$ cat config.mk
export PLATFORM = sky130hd
export DESIGN_NAME = usart_cmd_decoder
export DESIGN_NICKNAME = d
export VERILOG_FILES = /design/src/rtl/usart_cmd_pkg.sv /design/src/rtl/duty_ramp.sv /design/src/rtl/usart_cmd_decoder.sv
export SDC_FILE = /design/constraint.sdc
export NUM_CORES = 1
export LEC_CHECK = 0
export ABC_AREA = 1
export BUFFER_PORTS_ARGS = -buffer_cell sky130_fd_sc_hd__buf_2
export CAP_MARGIN = 20
export CELL_PAD_IN_SITES_DETAIL_PLACEMENT = 1
export CELL_PAD_IN_SITES_GLOBAL_PLACEMENT = 2
export CORE_MARGIN = 1
export CORE_UTILIZATION = 31
export DETAILED_ROUTE_END_ITERATION = 10
export PLACE_DENSITY = 0.85
export SETUP_SLACK_MARGIN = 0.2
export SYNTH_ARGS = -nofsm -noshare
export SYNTH_HDL_FRONTEND = slang
export SYNTH_SLANG_ARGS = --single-unit
$ cat constraint.sdc
create_clock -name CLK -period 3.1 [get_ports CLK]
set_clock_uncertainty 0.05 [all_clocks]
set_input_delay 0.775 -clock CLK [delete_from_list [all_inputs] [get_ports CLK]]
set_output_delay 0.775 -clock CLK [all_outputs]
set_load 0.03 [all_outputs]
$ cat src/rtl/usart_cmd_pkg.sv
// Shared definitions for the USART command decoder: opcodes, frame field
// positions, FSM state encoding and the frame checksum helper.
package usart_cmd_pkg;

  localparam logic [7:0] DEFAULT_HEADER = 8'hA5;

  localparam logic [3:0] OP_SET_DUTY = 4'd1;
  localparam logic [3:0] OP_SET_DIR  = 4'd2;
  localparam logic [3:0] OP_ENABLE   = 4'd3;
  localparam logic [3:0] OP_BRAKE    = 4'd4;

  localparam int HDR_MSB  = 31;
  localparam int HDR_LSB  = 24;
  localparam int OP_MSB   = 23;
  localparam int OP_LSB   = 20;
  localparam int ARG_MSB  = 19;
  localparam int ARG_LSB  = 8;
  localparam int CSUM_MSB = 7;
  localparam int CSUM_LSB = 0;

  typedef enum logic [2:0] {
    ST_IDLE,
    ST_CHECK,
    ST_APPLY,
    ST_ERR,
    ST_RELEASE,
    ST_WAIT_LOW
  } state_t;

  // Checksum covers the three upper bytes of the received word.
  function automatic logic [7:0] frame_csum(input logic [31:0] word);
    return word[31:24] ^ word[23:16] ^ word[15:8];
  endfunction

endpackage

$ cat src/rtl/duty_ramp.sv
// PWM duty ramp: a RAMP_DIV prescaler moves duty_out toward target by at most
// `step` per tick, clamping on the target so it never overshoots or wraps.
module duty_ramp #(
  parameter int RAMP_DIV = 1000
) (
  input  logic        CLK,
  input  logic        CLR,
  input  logic [11:0] target,
  input  logic [11:0] step,
  output logic [11:0] duty_out,
  output logic        duty_zero
);

  localparam int CNT_W = (RAMP_DIV > 1) ? $clog2(RAMP_DIV) : 1;

  logic [CNT_W-1:0] div_cnt;
  logic             tick;
  logic [11:0]      duty_next;

  assign tick      = (div_cnt == CNT_W'(RAMP_DIV - 1));
  assign duty_zero = (duty_out == 12'd0);

  always_comb begin
    // NOTE: default assignment first so no path leaves duty_next unassigned (no latch).
    duty_next = duty_out;
    if (target > duty_out) begin
      duty_next = ((target - duty_out) > step) ? duty_out + step : target;
    end else if (target < duty_out) begin
      duty_next = ((duty_out - target) > step) ? duty_out - step : target;
    end
  end

  // NOTE: sequential state uses non-blocking assignments so every flop samples pre-edge values.
  always_ff @(posedge CLK or posedge CLR) begin
    if (CLR) begin
      div_cnt  <= '0;
      duty_out <= '0;
    end else begin
      div_cnt <= tick ? '0 : div_cnt + CNT_W'(1);
      if (tick) duty_out <= duty_next;
    end
  end

endmodule

$ cat src/rtl/usart_cmd_decoder.sv
// Frame decoder between the USART receiver and the BLDC PWM control registers.
// Optional receive watchdog enabled by defining USART_CMD_WDOG_EN.
module usart_cmd_decoder
  import usart_cmd_pkg::*;
#(
  parameter int          RAMP_DIV    = 1000,
  parameter int          RAMP_STEP   = 16,
  parameter logic [7:0]  HEADER      = DEFAULT_HEADER,
  parameter int          WDOG_CYCLES = 5000000
) (
  input  logic        CLK,
  input  logic        CLR,
  input  logic [31:0] data_rx,
  input  logic        data_ready,
  input  logic        parity_err,
  output logic        rec_clr,
  output logic [11:0] duty_out,
  output logic        dir_out,
  output logic        en_out,
  output logic        brake_out,
  output logic        frame_ok,
  output logic        frame_err,
  output logic [7:0]  err_cnt
);

  state_t      state;
  logic        sync1, sync2, sync2_q;
  logic        ready_rise;
  logic [31:0] word_q;
  logic        par_q;
  logic [11:0] duty_set;
  logic        dir_req, dir_pend;
  logic        duty_zero;
  logic        frame_bad;
  logic        wdog_fire;
  logic [11:0] ramp_target;

  logic [7:0]  hdr_f, csum_f;
  logic [3:0]  opcode_f;
  logic [11:0] arg_f;

  // data_ready may be asynchronous: two sync flops plus one for edge detect.
  always_ff @(posedge CLK or posedge CLR) begin
    if (CLR) {sync2_q, sync2, sync1} <= 3'b000;
    else     {sync2_q, sync2, sync1} <= {sync2, sync1, data_ready};
  end
  assign ready_rise = sync2 & ~sync2_q;

  assign hdr_f    = word_q[HDR_MSB:HDR_LSB];
  assign opcode_f = word_q[OP_MSB:OP_LSB];
  assign arg_f    = word_q[ARG_MSB:ARG_LSB];
  assign csum_f   = word_q[CSUM_MSB:CSUM_LSB];
  assign frame_bad = par_q || (hdr_f != HEADER) || (csum_f != frame_csum(word_q))
                  || (opcode_f < OP_SET_DUTY) || (opcode_f > OP_BRAKE);

  always_ff @(posedge CLK or posedge CLR) begin
    if (CLR) begin
      state     <= ST_IDLE;
      word_q    <= '0;
      par_q     <= 1'b0;
      duty_set  <= '0;
      dir_req   <= 1'b0;
      en_out    <= 1'b0;
      brake_out <= 1'b0;
      frame_ok  <= 1'b0;
      frame_err <= 1'b0;
      rec_clr   <= 1'b0;
      err_cnt   <= '0;
    end else begin
      frame_ok  <= 1'b0;
      frame_err <= 1'b0;
      rec_clr   <= 1'b0;
      case (state)
        ST_IDLE: if (ready_rise) begin
          word_q <= data_rx;
          par_q  <= parity_err;
          state  <= ST_CHECK;
        end
        ST_CHECK: state <= frame_bad ? ST_ERR : ST_APPLY;
        ST_APPLY: begin
          case (opcode_f)
            OP_SET_DUTY: duty_set  <= arg_f;
            OP_SET_DIR:  dir_req   <= arg_f[0];
            OP_ENABLE:   en_out    <= arg_f[0];
            OP_BRAKE:    brake_out <= arg_f[0];
            default: ;
          endcase
          frame_ok <= 1'b1;
          state    <= ST_RELEASE;
        end
        ST_ERR: begin
          frame_err <= 1'b1;
          if (err_cnt != 8'hFF) err_cnt <= err_cnt + 8'd1;
          state <= ST_RELEASE;
        end
        ST_RELEASE: begin
          rec_clr <= 1'b1;
          state   <= ST_WAIT_LOW;
        end
        ST_WAIT_LOW: if (!sync2) state <= ST_IDLE;
        default: state <= ST_IDLE;
      endcase
      if (wdog_fire) begin
        en_out    <= 1'b0;
        frame_err <= 1'b1;
      end
    end
  end

  // Direction only flips once the ramp has brought the motor to zero duty.
  always_ff @(posedge CLK or posedge CLR) begin
    if (CLR) begin
      dir_out  <= 1'b0;
      dir_pend <= 1'b0;
    end else if (dir_pend && duty_zero) begin
      dir_out  <= dir_req;
      dir_pend <= 1'b0;
    end else if (dir_req != dir_out) begin
      dir_pend <= 1'b1;
    end
  end

  assign ramp_target = (!en_out || brake_out || dir_pend || (dir_req != dir_out))
                     ? 12'd0 : duty_set;

  duty_ramp #(.RAMP_DIV(RAMP_DIV)) u_ramp (
    .CLK       (CLK),
    .CLR       (CLR),
    .target    (ramp_target),
    .step      (12'(RAMP_STEP)),
    .duty_out  (duty_out),
    .duty_zero (duty_zero)
  );

`ifdef USART_CMD_WDOG_EN
  logic [31:0] wdog_cnt;

  // Counter idles at 0 until the first applied frame arms it.
  always_ff @(posedge CLK or posedge CLR) begin
    if (CLR)                    wdog_cnt <= '0;
    else if (state == ST_APPLY) wdog_cnt <= 32'(WDOG_CYCLES);
    else if (wdog_cnt != '0)    wdog_cnt <= wdog_cnt - 32'd1;
  end
  assign wdog_fire = (wdog_cnt == 32'd1) && (state != ST_APPLY);
`else
  logic unused_wdog;
  assign unused_wdog = ^WDOG_CYCLES;
  assign wdog_fire   = 1'b0;
`endif

endmodule
==> results by group, run 1 <==
Floorplan
  – Die Wd: 139.3 um
  – I/O Pins: 62
  – Die Y: 139.3 um
  – # rows: 49
  – Core area: 18210 um2
  – DIE AREA: 19390 um2
  – Initial Util: 32.08%

Pwr
  – Maximum vdd drop: 0.5228 mV
  – Leakage: 4.114 nW
  – Pwr dens: 944.6 nW/um2

Layout
  – Share of layout cells above drive strength 1: 31.03%
  – Diode count: 0
  – Layout Utilization: 42.53%
  – Nets: 986
  – Synth-to-Final Area Change: 32.58%

STA
  – Period minus WS final: 3027 ps
  – Final setup fails: 0
  – Setup TNS: 0 ps
  – RSZ-0062 raised after global routing: true
  – Final WS setup: 72.88 ps
  – Fmax: 330.3 MHz
  – Final Cycle Share: 97.65%
  – Max_slew headroom: 50.86%
  – Slew Viols, Final: 0
  – Worst Tran Pin Value: 736.2 ps
  – Final Hold Violating Endpoints: 0
  – WHS: 315.9 ps

Min path
  – WHS Path Cells: 0
  – Worst hold path class: register to register
  – Hold Path Sink: sync2$_DFF_PP0_
  – Min-delay src: sync1$_DFF_PP0_

Routing
  – Initial DRC count: 234
  – Antenna viol nets, final: 0
  – Vias: 5499
  – Routed vias/inst: 4.765
  – Router iterations before antenna repair: 6
  – # DRC: 0
  – Wire per inst: 15.33 um
  – Post-Route WL: 17700 um

Setup path
  – Arrival @ worst endpoint: 3220 ps
  – CP cell instances: inv_2, nor2_4, nor2_2, nand2_2, clkinv_4, buf_6, nand2_4, ha_4, fa_2, nand3_2, a21oi_2, nand3_2, nand2_2, nand3_4, nor2_8, nand2_4, nand2_4, nand3_4, nand2_2, o21ai_2
  – CP required: 3290 ps
  – R2R depth: 20
  – Slowest stage delay, CP: 520 ps
  – Worst R2R End: u_ramp.duty_out[3]$_DFFE_PP0P_
  – CP Max Fanout: 8
  – Worst Setup Start Kind: register
  – Crit Reg-Reg Startpoint: dir_req$_DFFE_PP0P_
  – Flop2flop setup slack: 70 ps
  – Crit path kind: register to register
  – Crit path capture type: register
  – Slowest cell on crit path: fa_2

Logic synthesis
  – Post-synthesis cell area: 5841 um2
  – Yosys warns: 0
  – Sequential fraction of the synthesis area: 38.13%
  – Main area contributors after synthesis: dfrtp_1, nand2_1, inv_1
  – Main combinational cell family by area after synthesis: simple AND/OR/NAND/NOR gates
  – XOR/XNOR Fraction of Synth Area: 5.398%
  – Syn Inst Count: 795
  – Post-synthesis simple-gate area fraction: 31.90%
  – Multiplexer area fraction after synthesis: 2.892%
  – Mapped Avg Cell Area: 7.347 um2
  – Yosys reg bits: 89
  – Compound-gate portion of the synthesized area: 6.170%
  – Post-Synth Adder-Cell Area: 6.555%
  – Yosys top cell area share: 38.13%
  – Mapped Nets: 861
  – Synth area leader: dfrtp_1
  – Synth cell types: 40

Clocking
  – Clock root buffer: clkbuf_16
  – Max Root-Sink Buffers: 2
  – Worst skew pair latency: 350 ps
  – CTS sink cnt: 89
  – Worst-path clk slew: 70 ps
  – Hold Buf Count CTS: 0
  – CTS Buf Count: 9
  – H-tree Lvls: 3
  – CTS tree: yes

Placement
  – Port Buffers: 61
  – Dpl hpwl: 13760 um
  – Pre-CTS WS: -77.81 ps
  – GPL Wtd Cong: 0.8664

Flow run
  – Max cap viols: 0

Global routing
  – First-pass GRT wire length: 29190 um
  – Largest net degree at the start of global routing: 41
  – Grt ovf: 0
  – Total GRT Usage: 19.07%
  – Initial antenna violation count: 0
  – Number of global-route vias before repair: 5691

Outcome
  – Status: complete, no violations
flip-flops by register name, indices dropped and copies added (netlist names), 3 cells and up:
| name | count |
|---|---|
| word_q | 32 |
| duty_set | 12 |
| u_ramp.duty_out | 12 |
| u_ramp.div_cnt | 10 |
| err_cnt | 8 |
| state | 3 |
critical path: cells and delay by family, from the launching register on:
family,cells,cell delay (ps)
flops,1,440
compound gates,2,170
fa+ha+maj,2,680
simple gates,13,1260
buf+inv,3,310
placed cells by master (no fill, tap or decap), types with 13 or more instances in the layout:
cell type | synthesis | routed
nand2_4 | 4 | 13
nand2_1 | 222 | 186
xor2_1 | 23 | 22
nor2_4 | 3 | 13
inv_2 | 5 | 20
nand2_2 | 5 | 34
inv_1 | 119 | 101
buf_4 | 1 | 52
o21ai_0 | 15 | 15
a21oi_1 | 40 | 31
xnor2_1 | 13 | 13
buf_2 | 1 | 61
dfrtp_1 | 89 | 86
ha_1 | 29 | 16
nand4_1 | 17 | 17
mux2_2 | 15 | 15
nand3_1 | 72 | 61
nor2_1 | 72 | 65
cell type report:
| type | count | area [um2] |
|---|---|---|
| Clock buffer | 9 | 225.2 |
| Sequential cell | 89 | 2231 |
| Fill cell | 2227 | 10470 |
| Tap cell | 229 | 286.5 |
| Clock inverter | 7 | 71.32 |
| Multi-Input combinational cell | 571 | 3592 |
| Timing Repair Buffer | 124 | 854.6 |
| Inverter | 125 | 483.0 |
synth_stat cells:
master / instances
a21oi_1: 40
a22o_1: 1
a31oi_1: 1
and3_1: 1
buf_2: 1
buf_4: 1
clkbuf_1: 9
clkbuf_2: 1
dfrtp_1: 89
fa_1: 1
ha_1: 29
inv_1: 119
inv_2: 5
inv_4: 1
mux2_2: 15
nand2_1: 222
nand2_2: 5
nand2_4: 4
nand3_1: 72
nand3_2: 2
nand3_4: 1
nand3b_1: 1
nand4_1: 17
nor2_1: 72
nor2_2: 5
nor2_4: 3
nor2_8: 1
nor3_1: 8
nor3b_1: 2
nor4_1: 3
o211ai_1: 1
o21a_1: 1
o21ai_0: 15
o21ai_1: 4
o21bai_1: 1
o221ai_1: 1
o22ai_1: 3
or2_2: 1
xnor2_1: 13
xor2_1: 23
metrics by stage:
step                total power (W)  instance area [um2]  cells
CTS                        0.006883                 7412   1143
global route               0.007874                 7744   1154
detailed placement         0.005205                 6751   1119
floorplan                  0.004196                 5848    795
global placement           0.005128                 6751   1119
finish                     0.007315                 7744   1154
kinds of logic after synthesis:
family                     count (synthesis)
AOI/OAI and AO/OA                         68
xor gates and xnor gates                  36
adders and majority gates                 30
buffers and inverters                    137
DFF                                       89
muxes                                     15
and+or+nand+nor                          420
worst max-delay path by stage:
stage | depth (start not counted) | from | to
global route | 20 | dir_req$_DFFE_PP0P_ | u_ramp.duty_out[0]$_DFFE_PP0P_
detailed placement | 21 | brake_out$_DFFE_PP0P_ | u_ramp.duty_out[3]$_DFFE_PP0P_
CTS | 20 | dir_req$_DFFE_PP0P_ | u_ramp.duty_out[2]$_DFFE_PP0P_
floorplan | 18 | brake_out$_DFFE_PP0P_ | u_ramp.duty_out[1]$_DFFE_PP0P_
global placement | 21 | brake_out$_DFFE_PP0P_ | u_ramp.duty_out[0]$_DFFE_PP0P_
finish | 20 | dir_req$_DFFE_PP0P_ | u_ramp.duty_out[3]$_DFFE_PP0P_
routing by layer:
metal	track usage, %	up-vias	wire length, um
met5	0	-	0
met4	5.673	0	235
met3	2.787	19	567
met2	32.74	80	8727
met1	24.74	2629	8164
li1	-	2771	-
timing repair:
action,CTS,global route
endpoints found under the setup margin,12,12
gates cloned,1,1
pin swaps,18,36
buffers inserted,7,10
resized for setup,53,79
where the power goes:
| part | internal [W] | switching (W) |
|---|---|---|
| Clock | 0.000568 | 0.000520 |
| Sequential | 0.00152 | 0.000281 |
| Combinational | 0.00186 | 0.00257 |
| Total | 0.00395 | 0.00337 |
Note: power is estimated with default switching activity, not from simulation.
==> inputs of run 2 (changes only) <==
--- a/config.mk
+++ b/config.mk
@@ -11,9 +11,9 @@
 export CELL_PAD_IN_SITES_DETAIL_PLACEMENT = 1
 export CELL_PAD_IN_SITES_GLOBAL_PLACEMENT = 2
 export CORE_MARGIN = 1
-export CORE_UTILIZATION = 31
+export CORE_UTILIZATION = 37
 export DETAILED_ROUTE_END_ITERATION = 10
-export PLACE_DENSITY = 0.85
+export PLACE_DENSITY_LB_ADDON = 0.1
 export SETUP_SLACK_MARGIN = 0.2
 export SYNTH_ARGS = -nofsm -noshare
 export SYNTH_HDL_FRONTEND = slang
==> constraint.sdc (replaced) <==
create_clock -name CLK -period 3.64 [get_ports CLK]
set_clock_uncertainty 0.05 [all_clocks]
set_input_delay 0.91 -clock CLK [delete_from_list [all_inputs] [get_ports CLK]]
set_output_delay 0.91 -clock CLK [all_outputs]
set_load 0.03 [all_outputs]
==> run 2 against run 1 <==
Net effect:
- die area fell by 16%
- global-route usage rose by 2.9 points
- utilization rose by 2.0 points
- clock power fell by 15%
- critical path depth fell by 2
- largest power group unchanged
- highest routed layer unchanged
- critical path type unchanged
- largest cell class unchanged
- critical endpoint is now u_ramp.duty_out[0]$_DFFE_PP0P_
==> results by group, run 2 (synthesis results as in run 1) <==
Outcome
  – Status: complete, no violations

Layout
  – Area of the multi-input gates: 3128 um2 (-13%)
  – Largest registers: word_q x32, duty_set x12, u_ramp.duty_out x12
  – Number of fill cells: 1952 (-12%)
  – Final Instance Area: 6822 um2 (-12%)
  – Synth-to-Final Area Change: 16.80%
  – Commonest non-fill, non-tap cell in the layout: nand2_1
  – Max reg flops: 32 (unchanged)
  – Share of layout cells above drive strength 1: 16.76% (-14 points)
  – Register area: 2227 um2 (-0.17%)
  – Layout Utilization: 44.54% (+2.0 points)
  – Nets: 932 (-5.5%)
  – Most flops, register: word_q
  – Most frequent cells in the layout: nand2_1, inv_1, dfrtp_1
  – Diode count: 0 (unchanged)

Routing
  – Post-Route WL: 16740 um (-5.4%)
  – Vias: 5293 (-3.7%)
  – Initial DRC count: 239 (+2.1%)
  – # DRC: 0 (unchanged)
  – Wire per inst: 15.47 um (+0.91%)
  – Routed vias/inst: 4.892 (+2.7%)
  – Antenna viol nets, final: 0 (unchanged)
  – Router iterations before antenna repair: 4 (-2)

Setup path
  – R2R depth: 18 (-10%)
  – CP Max Fanout: 10 (+2)
  – Worst Setup Start Kind: register
  – Crit path kind: register to register
  – Crit Reg-Reg Startpoint: brake_out$_DFFE_PP0P_
  – CP required: 3810 ps (+520 ps)
  – Crit path capture type: register
  – Arrival @ worst endpoint: 3410 ps (+190 ps)
  – Worst R2R End: u_ramp.duty_out[0]$_DFFE_PP0P_
  – Flop2flop setup slack: 390 ps (+320 ps)

STA
  – Fmax: 308.0 MHz (-6.8%)
  – Period minus WS final: 3247 ps (+219.6 ps)
  – Slew Viols, Final: 0 (unchanged)
  – RSZ-0062 raised after global routing: false
  – Final Cycle Share: 89.20% (-8.5 points)
  – Final setup fails: 0 (unchanged)
  – Setup TNS: 0 ps (unchanged)
  – Max_slew headroom: 50.32% (-0.55 points)
  – Final Hold Violating Endpoints: 0 (unchanged)
  – Worst Tran Pin Value: 744.3 ps (+8.164 ps)

Placement
  – Placed Instance Area: 6422 um2 (-4.9%)
  – Dpl hpwl: 13480 um (-2.1%)
  – GPL Wtd Cong: 0.8597 (-0.77%)
  – Port Buffers: 61 (unchanged)

Clocking
  – CTS Buf Count: 9 (unchanged)
  – Max Root-Sink Buffers: 2 (unchanged)
  – Worst skew pair latency: 340 ps (about the same)
  – Clock root buffer: clkbuf_16
  – H-tree Lvls: 3 (unchanged)
  – CTS sink cnt: 89 (unchanged)
  – Hold Buf Count CTS: 0 (unchanged)
  – CTS tree: yes
  – Worst-path clk slew: 70 ps (about the same)

Min path
  – Hold Path Sink: sync2$_DFF_PP0_
  – WHS Path Cells: 0 (unchanged)
  – Min-delay src: sync1$_DFF_PP0_
  – Worst hold path class: register to register

Floorplan
  – I/O Pins: 62 (unchanged)
  – Die Wd: 127.6 um (-8.3%)
  – Die Y: 127.6 um (-8.3%)
  – # rows: 45 (-8.2%)
  – DIE AREA: 16290 um2 (-16%)
  – Initial Util: 38.14% (+6.1 points)
  – Core area: 15310 um2 (-16%)

Global routing
  – Initial antenna violation count: 0 (unchanged)
  – Largest net degree at the start of global routing: 52 (+27%)
  – First-pass GRT wire length: 27810 um (-4.7%)
  – Total GRT Usage: 21.97% (+2.9 points)
  – Number of global-route vias before repair: 5519 (-3.0%)
  – Grt ovf: 0 (unchanged)

Pwr
  – Maximum vdd drop: 0.3905 mV (-25%)
  – Leakage: 3.722 nW (-9.5%)
  – Overall Power: 0.005528 W (-24%)
  – Pwr dens: 810.4 nW/um2 (-14%)

Flow run
  – Max cap viols: 0 (unchanged)
[run 2: routing by layer]
metal  global-route usage (%)  share of wire (%)  vias up
met5                        0                  0        -
li1                         -                  -     2653
met1                    27.29                 44     2553
met4                    6.505                1.6        0
met2                    39.67                 52       68
met3                    2.889                2.5       19
[run 2: cell type report]
cell class                      count  share of cell area (%)
Multi-Input combinational cell    570                   45.85
Sequential cell                    89                   32.65
Inverter                          125                   6.970
Timing Repair Buffer               71                   6.310
Tap cell                          211                   3.870
Clock buffer                        9                   3.302
Clock inverter                      7                   1.045
[run 2: through the flow]
stage	hold WS, ps	std cells	setup WS [ps]
finish	302.5	1082	393.3
global route	310.3	1082	202.2
CTS	307.8	1077	204.8
detailed placement	292.6	1061	234.5
global placement	286.9	1061	259.6
floorplan	281.2	795	373.1
[run 2: worst max-delay path by stage]
stage                           from                        endpoint  slack, ps  depth (start not counted)
2_1_floorplan                    CLR           brake_out$_DFFE_PP0P_        370                          1
3_3_place_gp   brake_out$_DFFE_PP0P_  u_ramp.duty_out[1]$_DFFE_PP0P_        260                         18
4_1_cts          dir_out$_DFFE_PP0P_  u_ramp.duty_out[0]$_DFFE_PP0P_        200                         23
5_1_grt          dir_out$_DFFE_PP0P_  u_ramp.duty_out[0]$_DFFE_PP0P_        200                         23
6_report       brake_out$_DFFE_PP0P_  u_ramp.duty_out[0]$_DFFE_PP0P_        390                         18
3_5_place_dp     dir_out$_DFFE_PP0P_  u_ramp.duty_out[0]$_DFFE_PP0P_        230                         22
[run 2: critical path, stage by stage, from the launching register on]
cell	delay (ps)
dfrtp_1	410
nor3b_1	260
nand2_2	160
inv_4	120
nand2_1	140
ha_1	240
fa_1	410
inv_2	120
nand2_1	80
nand3_1	100
nand2_1	70
nor2_1	120
nand2_1	150
nor2_8	220
nand2_4	120
nand2_4	80
nand3_4	110
nand2_1	80
o21ai_1	70
[run 2: power by group]
part	switching [W]	internal [W]
combinational	0.00190	0.00118
sequential	0.000233	0.00130
clock	0.000393	0.000532
total	0.00252	0.00300
[run 2: what timing repair did]
item | 4_1_cts | 5_1_grt
setup buffers | 0 | 4
endpoints found under the setup margin | 0 | 12
gates resized for setup | 0 | 14
==> inputs of run 3 (changes only) <==
--- a/config.mk
+++ b/config.mk
@@ -7,13 +7,10 @@
 export LEC_CHECK = 0
 export ABC_AREA = 1
 export BUFFER_PORTS_ARGS = -buffer_cell sky130_fd_sc_hd__buf_2
-export CAP_MARGIN = 20
-export CELL_PAD_IN_SITES_DETAIL_PLACEMENT = 1
-export CELL_PAD_IN_SITES_GLOBAL_PLACEMENT = 2
 export CORE_MARGIN = 1
-export CORE_UTILIZATION = 37
+export CORE_UTILIZATION = 39
+export CTS_CLUSTER_DIAMETER = 60
 export DETAILED_ROUTE_END_ITERATION = 10
-export PLACE_DENSITY_LB_ADDON = 0.1
 export SETUP_SLACK_MARGIN = 0.2
 export SYNTH_ARGS = -nofsm -noshare
 export SYNTH_HDL_FRONTEND = slang
==> run 3 against run 2 <==
Net effect:
- utilization rose by 2.0 points
- via count down 2.2%
- first-iteration DRC count is 66% higher
- global-route usage decreased by 2.9 points
- worst hold slack lost 1.7 ps
- clock power is essentially flat
- sequential power about the same
- maximum frequency rose by 1.7%
- sequential cell count unchanged
- setup slack improved by 56 ps
- power down 0.81%
- final area shrank 0.46%
- critical path type unchanged
==> results by group, run 3 (synthesis results as in run 1) <==
Layout
  – Synth-to-Final Area Change: 16.26%
  – Most frequent cells in the layout: nand2_1, inv_1, dfrtp_1
  – Share of layout cells above drive strength 1: 16.34% (-0.42 points)
  – Diode count: 0 (unchanged)
  – Commonest non-fill, non-tap cell in the layout: nand2_1
  – Max reg flops: 32 (unchanged)
  – Largest registers: word_q x32, duty_set x12, u_ramp.duty_out x12
  – Non-Filler Instances: 1059 (-2.1%)
  – Most flops, register: word_q
  – Nets: 936 (+0.43%)
  – Layout Utilization: 46.54% (+2.0 points)

Setup path
  – CP cell instances: inv_1, nor2_1, nor2_1, nand2_2, inv_2, buf_4, nand2_1, inv_1, ha_1, nand2_1, nor2_2, nand3_1, nand3_1, nand2_1, nand2_1, nand2_1, nor2_4, buf_4, nand3_1, nand3_1, nand2_1, nand2_1, nand2_1
  – CP Max Fanout: 6 (-4)
  – Family with the most delay on the worst path: simple AND/OR/NAND/NOR gates
  – Crit path capture type: register
  – Crit path kind: register to register
  – Slowest stage delay, CP: 400 ps (about the same)
  – CP required: 3820 ps (about the same)
  – Most frequent CP cell: nand2_1
  – Worst Setup Start Kind: register
  – Buf/Inv on CP: 5 (+3)
  – Arrival @ worst endpoint: 3370 ps (-40 ps)
  – Slowest cell on crit path: ha_1

Clocking
  – CTS Buf Count: 9 (unchanged)
  – CTS sink cnt: 89 (unchanged)
  – H-tree Lvls: 3 (unchanged)
  – Max Root-Sink Buffers: 2 (unchanged)
  – CTS tree: yes
  – Clock root buffer: clkbuf_16
  – Hold Buf Count CTS: 0 (unchanged)
  – Worst-path clk slew: 60 ps (about the same)
  – Worst skew pair latency: 340 ps (about the same)

STA
  – Final Hold Violating Endpoints: 0 (unchanged)
  – Final Cycle Share: 87.67% (-1.5 points)
  – Worst Tran Pin Value: 553.0 ps (-191.3 ps)
  – RSZ-0062 raised after global routing: false
  – Slew Viols, Final: 0 (unchanged)
  – Final setup fails: 0 (unchanged)
  – Fmax: 313.4 MHz (+1.7%)
  – Max_slew headroom: 63.09% (+13 points)
  – Final WS setup: 448.8 ps (+55.55 ps)
  – WHS: 300.8 ps (-1.734 ps)
  – Period minus WS final: 3191 ps (-55.55 ps)
  – Setup TNS: 0 ps (unchanged)

Floorplan
  – Core area: 14590 um2 (-4.7%)
  – # rows: 44 (-2.2%)
  – Die Y: 124.4 um (-2.6%)
  – Die Wd: 124.4 um (-2.6%)
  – I/O Pins: 62 (unchanged)
  – DIE AREA: 15470 um2 (-5.1%)
  – Initial Util: 40.03% (+1.9 points)

Global routing
  – First-pass GRT wire length: 23800 um (-14%)
  – Total GRT Usage: 19.03% (-2.9 points)
  – Initial antenna violation count: 0 (unchanged)
  – Number of global-route vias before repair: 4829 (-13%)
  – Largest net degree at the start of global routing: 52 (unchanged)
  – Grt ovf: 0 (unchanged)

Routing
  – # DRC: 0 (unchanged)
  – Post-Route WL: 14150 um (-15%)
  – Initial DRC count: 397 (+66%)
  – Antenna viol nets, final: 0 (unchanged)
  – Routed vias/inst: 4.887 (-0.11%)
  – Wire per inst: 13.36 um (-14%)
  – Vias: 5175 (-2.2%)
  – Router iterations before antenna repair: 5 (+1)

Pwr
  – Pwr dens: 807.5 nW/um2 (-0.35%)
  – Leakage: 3.723 nW (about the same)
  – Maximum vdd drop: 0.4023 mV (+3.0%)

Outcome
  – Status: complete, no violations

Placement
  – Port Buffers: 61 (unchanged)
  – Pre-CTS WS: 205.0 ps (-29.48 ps)
  – Dpl hpwl: 10970 um (-19%)
  – GPL Wtd Cong: 0.9229 (+7.4%)
  – Placed cell count: 1032 (-2.7%)

Min path
  – Worst hold path class: register to register

Flow run
  – Max cap viols: 0 (unchanged)
-- run 3: worst paths after layout --
check | cells after the start | to | start | slack [ps]
max in group asynchronous | 3 | word_q[1]$_DFFE_PP0P_ | CLR | 2210
worst max-delay path | 23 | u_ramp.duty_out[10]$_DFFE_PP0P_ | dir_req$_DFFE_PP0P_ | 450
worst max register to register | 23 | u_ramp.duty_out[10]$_DFFE_PP0P_ | dir_req$_DFFE_PP0P_ | 450
min in group asynchronous | 2 | err_cnt[1]$_DFFE_PP0P_ | CLR | 540
worst min-delay path | 0 | sync2$_DFF_PP0_ | sync1$_DFF_PP0_ | 300
worst min register to register | 0 | sync2$_DFF_PP0_ | sync1$_DFF_PP0_ | 300
-- run 3: power by group --
part / switching [W] / internal, W / leakage (nW) / total, W
sequential: 0.000227 / 0.00130 / 1.11 / 0.00152
clock: 0.000387 / 0.000538 / 0.142 / 0.000925
combinational: 0.00181 / 0.00122 / 2.47 / 0.00304
-- run 3: per-layer routing --
layer,track usage [%],vias to the layer above,routed length (um)
met1,27.00,2349,6935
met3,3.436,24,684
met4,5.386,0,250
met5,0,-,0
li1,-,2669,-
met2,29.57,133,6279
-- run 3: stage by stage --
| stage | total power (W) | instance area [um2] |
|---|---|---|
| after floorplan | 0.003570 | 5841 |
| after global placement | 0.004223 | 6361 |
| after detailed placement | 0.004195 | 6361 |
| after CTS | 0.005150 | 6658 |
| after global routing | 0.005914 | 6790 |
| final | 0.005483 | 6790 |
-- run 3: layout make-up --
cell class	instances	area [um2]
clock buffers	11	232.7
clock inverters	5	62.56
fillers	1466	7799
inverters	125	473.0
multi-input cells	569	3134
flip-flops and latches	89	2227
well taps	184	230.2
repair buffers	76	430.4
-- run 3: what timing repair did --
item,4_1_cts,5_1_grt
pin swaps,0,5
setup endpoints to repair,7,12
buffers inserted,0,11
resized for setup,1,9
